### src/rtl/mult_div_unit.sv
// Iterative shift-add multiplier / restoring divider writing HI/LO.
// Division is built only when MULT_DIV_DIVIDE_EN is defined; otherwise div_op is ignored.
module mult_div_unit #(
  parameter int WIDTH = 32,
  parameter int CNT_W = $clog2(WIDTH) + 1
) (
  input  logic             clk,
  input  logic             reset,
  input  logic             start_mult,
  input  logic             mult_sign,
  input  logic             div_op,
  input  logic [WIDTH-1:0] src_a,
  input  logic [WIDTH-1:0] src_b,
  output logic             busy,
  output logic             done,
  output logic [WIDTH-1:0] hi,
  output logic [WIDTH-1:0] lo
);

  typedef enum logic [1:0] {S_IDLE, S_RUN, S_FIX, S_DONE} state_t;
  state_t state, state_nxt;

  logic [CNT_W-1:0]   cnt;
  logic [WIDTH-1:0]   opnd;
  logic [2*WIDTH-1:0] prod;
  logic               sign_a, sign_b;
  logic               accept, last_iter;
  logic [WIDTH-1:0]   a_mag, b_mag;
  logic [WIDTH:0]     mul_sum;
  logic [2*WIDTH-1:0] mul_step, mul_res, step_val;
  logic [WIDTH-1:0]   res_hi, res_lo;

  assign accept    = start_mult && (state == S_IDLE || state == S_DONE);
  assign last_iter = (cnt == CNT_W'(WIDTH - 1));
  assign a_mag     = (mult_sign && src_a[WIDTH-1]) ? -src_a : src_a;
  assign b_mag     = (mult_sign && src_b[WIDTH-1]) ? -src_b : src_b;

  always_ff @(posedge clk) begin
    if (reset) state <= S_IDLE;
    else       state <= state_nxt;
  end

  always_comb begin
    state_nxt = state;
    case (state)
      S_IDLE:  if (start_mult) state_nxt = S_RUN;
      S_RUN:   if (last_iter)  state_nxt = S_FIX;
      S_FIX:   state_nxt = S_DONE;
      S_DONE:  state_nxt = start_mult ? S_RUN : S_IDLE;
      default: state_nxt = S_IDLE;
    endcase
  end

  always_comb begin
    busy = (state == S_RUN) || (state == S_FIX);
    done = (state == S_DONE);
  end

  // prod = {partial product, remaining multiplier bits}; one bit retired per cycle
  assign mul_sum  = {1'b0, prod[2*WIDTH-1:WIDTH]} + (prod[0] ? {1'b0, opnd} : '0);
  assign mul_step = {mul_sum, prod[WIDTH-1:1]};
  assign mul_res  = (sign_a ^ sign_b) ? -prod : prod;

`ifdef MULT_DIV_DIVIDE_EN
  logic             is_div;
  logic [WIDTH-1:0] a_raw;
  logic [WIDTH:0]   div_tmp;
  logic             div_ge;
  logic [WIDTH-1:0] div_sub, quo, rem;

  // prod = {partial remainder, dividend bits not yet shifted in / quotient bits}
  assign div_tmp = {prod[2*WIDTH-1:WIDTH], prod[WIDTH-1]};
  assign div_ge  = (div_tmp >= {1'b0, opnd});
  // when div_ge holds the true difference is below the divisor, so WIDTH bits suffice
  assign div_sub = div_tmp[WIDTH-1:0] - opnd;
  assign quo     = prod[WIDTH-1:0];
  assign rem     = prod[2*WIDTH-1:WIDTH];

  always_comb begin
    step_val = mul_step;
    res_hi   = mul_res[2*WIDTH-1:WIDTH];
    res_lo   = mul_res[WIDTH-1:0];
    if (is_div) begin
      step_val = div_ge ? {div_sub, prod[WIDTH-2:0], 1'b1}
                        : {div_tmp[WIDTH-1:0], prod[WIDTH-2:0], 1'b0};
      if (opnd == '0) begin
        res_hi = a_raw;
        res_lo = '1;
      end else begin
        res_lo = (sign_a ^ sign_b) ? -quo : quo;
        res_hi = sign_a ? -rem : rem;
      end
    end
  end
`else
  logic unused_div_op;
  assign unused_div_op = div_op;

  always_comb begin
    step_val = mul_step;
    res_hi   = mul_res[2*WIDTH-1:WIDTH];
    res_lo   = mul_res[WIDTH-1:0];
  end
`endif

  always_ff @(posedge clk) begin
    if (reset) begin
      cnt    <= '0;
      opnd   <= '0;
      prod   <= '0;
      sign_a <= 1'b0;
      sign_b <= 1'b0;
      hi     <= '0;
      lo     <= '0;
`ifdef MULT_DIV_DIVIDE_EN
      is_div <= 1'b0;
      a_raw  <= '0;
`endif
    end else begin
      if (accept) begin
        cnt    <= '0;
        sign_a <= mult_sign & src_a[WIDTH-1];
        sign_b <= mult_sign & src_b[WIDTH-1];
`ifdef MULT_DIV_DIVIDE_EN
        is_div <= div_op;
        a_raw  <= src_a;
        opnd   <= div_op ? b_mag : a_mag;
        prod   <= {{WIDTH{1'b0}}, (div_op ? a_mag : b_mag)};
`else
        opnd   <= a_mag;
        prod   <= {{WIDTH{1'b0}}, b_mag};
`endif
      end else if (state == S_RUN) begin
        prod <= step_val;
        cnt  <= cnt + 1'b1;
      end
      // results change only when an operation completes
      if (state == S_FIX) begin
        hi <= res_hi;
        lo <= res_lo;
      end
    end
  end

endmodule

### config.mk
export PLATFORM = sky130hd
export DESIGN_NAME = mult_div_unit
export DESIGN_NICKNAME = d
export VERILOG_FILES = /design/src/rtl/mult_div_unit.sv
export SDC_FILE = /design/constraint.sdc
export NUM_CORES = 1
export LEC_CHECK = 0
export ABC_AREA = 1
export BUFFER_PORTS_ARGS = -buffer_cell sky130_fd_sc_hd__buf_2
export CAP_MARGIN = 20
export CORE_MARGIN = 5
export CORE_UTILIZATION = 60
export CTS_CLUSTER_DIAMETER = 60
export DETAILED_ROUTE_END_ITERATION = 16
export GPL_ROUTABILITY_DRIVEN = 0
export PLACE_DENSITY = 0.83
export SYNTH_ARGS = -nofsm -noshare
export SYNTH_HDL_FRONTEND = slang
export SYNTH_SLANG_ARGS = --single-unit
### constraint.sdc
create_clock -name clk -period 3.5 [get_ports clk]
set_clock_uncertainty 0.05 [all_clocks]
set_input_delay 0.7 -clock clk [delete_from_list [all_inputs] [get_ports clk]]
set_output_delay 0.7 -clock clk [all_outputs]
set_load 0.03 [all_outputs]
==> impl_metrics.py <==
metrics = {
    "outcome": {
        "status": "complete, no violations",
    },
    "timing": {
        "fmax_mhz": 371,
        "period_needed_ps": 2690,
        "final_max_slew_viol_count": 0,
        "hold_viol_final": 0,
        "setup_viol": 0,
        "slew_headroom": 0.374,
        "period_share": 0.769,
        "tightest_slew_ps": 939,
        "rsz0062_at_grt": "false",
        "final.setup.tns_ps": 0,
    },
    "synthesis": {
        "synth_cell_types": 52,
        "synth_top_family_by_area": "simple AND/OR/NAND/NOR gates",
        "synthTopCellsByArea": "dfxtp_1, nand2_1, inv_1",
        "synth_adder_area_share": 0.0412,
        "synth_most_common_cell": "nand2_1",
        "synth_compound_area_frac": 0.134,
        "synth.top_cells.by_count": "nand2_1, inv_1, nor2_1",
        "yosys_register_bits": 170,
        "syn_nets": 2356,
        "synthCells": 2245,
        "synth_top_area_cell": "dfxtp_1",
        "ys_warn_count": 0,
        "synth_xor_area_frac": 0.0365,
        "synth-main-ff-cell": "dfxtp_1",
        "syn_avg_cell_area_um2": 5.77,
        "synth_seq_area_share": 0.263,
        "async_flop_share": 0,
        "yosysTopAreaCellShare": 0.263,
        "synth-simple-area-share": 0.400,
        "synthMuxAreaShare": 0,
        "syn_area_um2": 13000,
        "synth-edff-count": 0,
    },
    "die": {
        "die-width_um": 157,
        "ios": 135,
        "rows": 53,
        "fp.coreArea_um2": 21200,
        "initial_core_util": 0.612,
        "die-area_um2": 24600,
        "fp.dieH_um": 157,
    },
    "min_path": {
        "hold_depth": 2,
        "hold_path_class": "reg2reg",
    },
    "cts": {
        "clk_path_buf_depth": 2,
        "postCtsSetupBuffers": 0,
        "cts_sinks": 170,
        "clk_latency_ps": 430,
        "h-tree-depth": 4,
        "cts-root-buf": "clkbuf_16",
        "cts_hold_buf": 0,
        "cts_resized": 0,
        "path_clk_slew_ps": 70,
        "cts_tree": "yes",
        "cts_made_buffers": 17,
    },
    "critical_path": {
        "path_class": "reg2reg",
        "crit_chain": "inv_1, ha_1, nor2_2, inv_2, nor2_1, buf_4, inv_1, o31ai_1",
        "cp_common_cell": "inv_1",
        "worstPathRequired_ps": 3800,
        "critPathBufInv": 4,
        "cp_max_fo": 35,
        "start_kind": "register",
        "slowest_stage": "dfxtp_1",
        "arrival_ps": 2990,
        "crit_family": "buffers and inverters",
        "r2r_cells": 8,
        "cp.depth": 8,
        "slowest_delay_ps": 430,
        "end_kind": "register",
    },
    "global_route": {
        "grt_usage": 0.314,
        "grt_max_degree": 68,
        "grt_antenna_before_repair": 0,
        "overflow": 0,
        "grt_pass1_wl_um": 63300,
        "grt_pass1_vias": 12900,
    },
    "final_layout": {
        "syn_to_final_growth_pct": 11.2,
        "nets": 2450,
        "n_fill_cell": 1954,
        "antenna_cells": 0,
        "drive_above_1_share": 0.0936,
        "final_util": 0.681,
    },
    "placed_design": {
        "place_hpwl_um": 29800,
        "place.port_buffers": 133,
    },
    "route": {
        "drc": 0,
        "antenna_left": 0,
        "vias": 14500,
        "first_iter_violations": 1864,
        "wl_per_cell_um": 14.8,
        "routed_wl_um": 38900,
        "routed_via_density": 5.53,
        "drt_pass1_iterations": 6,
    },
    "pwr": {
        "p_total_uw": 11600,
        "vdd_drop_max_mv": 0.505,
        "p_per_area_nw_per_um2": 806,
        "leakagePower_uw": 0.00770,
    },
    "job": {
        "maxCapViolations": 0,
    },
}
==> where the power goes <==
part / internal, uW / leakage, uW / switching [uW]
clock network: 1230 / 0.000312 / 878
logic: 1910 / 0.00600 / 4410
registers: 2560 / 0.00139 / 616
==> worst paths after layout <==
kind | startpoint | slack, ps | endpoint
min reg2reg | opnd[24] | 400 | opnd[24]
max | state[0] | 810 | opnd[14]
min | opnd[24] | 400 | opnd[24]
max reg2reg | state[0] | 810 | opnd[14]
==> layout make-up <==
class | count | area (um2) | share of cell area
clock buffer | 18 | 439 | 0.0305
tap | 275 | 344 | 0.0239
timing repair buffer | 149 | 798 | 0.0554
inverter | 340 | 1280 | 0.0887
multi-input combinational | 1661 | 7940 | 0.551
clock inverter | 13 | 203 | 0.0141
sequential | 170 | 3400 | 0.236
==> routing by layer <==
layer | GRT usage | vias up | part of all wire
li1 | - | 7280 | -
met3 | 0.0456 | 87 | 0.12
met1 | 0.465 | 6346 | 0.44
met5 | 0 | - | 0
met4 | 0.0897 | 0 | 0.025
met2 | 0.476 | 801 | 0.42
==> cells by family (layout without fill, tap and decap cells) <==
family          count (synthesis)  count (layout)
simple gates                 1243            1243
buf+inv                       414             520
compound gates                322             322
flops                         170             170
xor+xnor                       54              54
fa+ha+maj                      42              42
==> through the flow <==
step	instances	setup slack, ps	area [um2]	hold WS (ps)
2_1_floorplan	2245	1280	13000	376
3_3_place_gp	2594	760	13700	388
3_5_place_dp	2594	714	13700	391
4_1_cts	2625	811	14400	406
5_1_grt	2626	529	14400	430
6_report	2626	808	14400	403
==> flip-flops by register name, indices dropped and copies added, names as in the netlist <==
register	flops
state	2
opnd	32
lo	32
hi	32
sign_a	1
sign_b	1
prod	64
cnt	6
==> worst reg2reg max path, cell delays in order, from the launching register on <==
cell and delay, ps:
dfxtp_1 430, inv_1 140, ha_1 360, nor2_2 380, inv_2 320, nor2_1 170
buf_4 260, inv_1 230, o31ai_1 270
==> placed cells by master, fill, tap and decap left out, types with 4 or more instances in the layout <==
master | Yosys | final
nand2_1 | 662 | 662
nor2_4 | 4 | 4
o21ai_1 | 8 | 8
nand3_1 | 187 | 187
inv_2 | 5 | 5
nor3_1 | 22 | 22
o211ai_1 | 6 | 6
nor2_1 | 298 | 298
dfxtp_1 | 170 | 170
nor2_2 | 8 | 8
clkbuf_16 | 0 | 17
a21oi_1 | 134 | 134
nand3b_1 | 4 | 4
o21ai_0 | 141 | 141
inv_1 | 332 | 332
xnor2_1 | 11 | 11
xor2_1 | 43 | 43
nand4_1 | 32 | 32
nand3_2 | 5 | 5
inv_6 | 0 | 5
o21bai_1 | 7 | 7
buf_4 | 1 | 15
buf_2 | 13 | 133
ha_1 | 41 | 40
nand2_2 | 4 | 4
o221ai_1 | 9 | 9
bufinv_16 | 0 | 4
(Power assumes the default switching activity.)
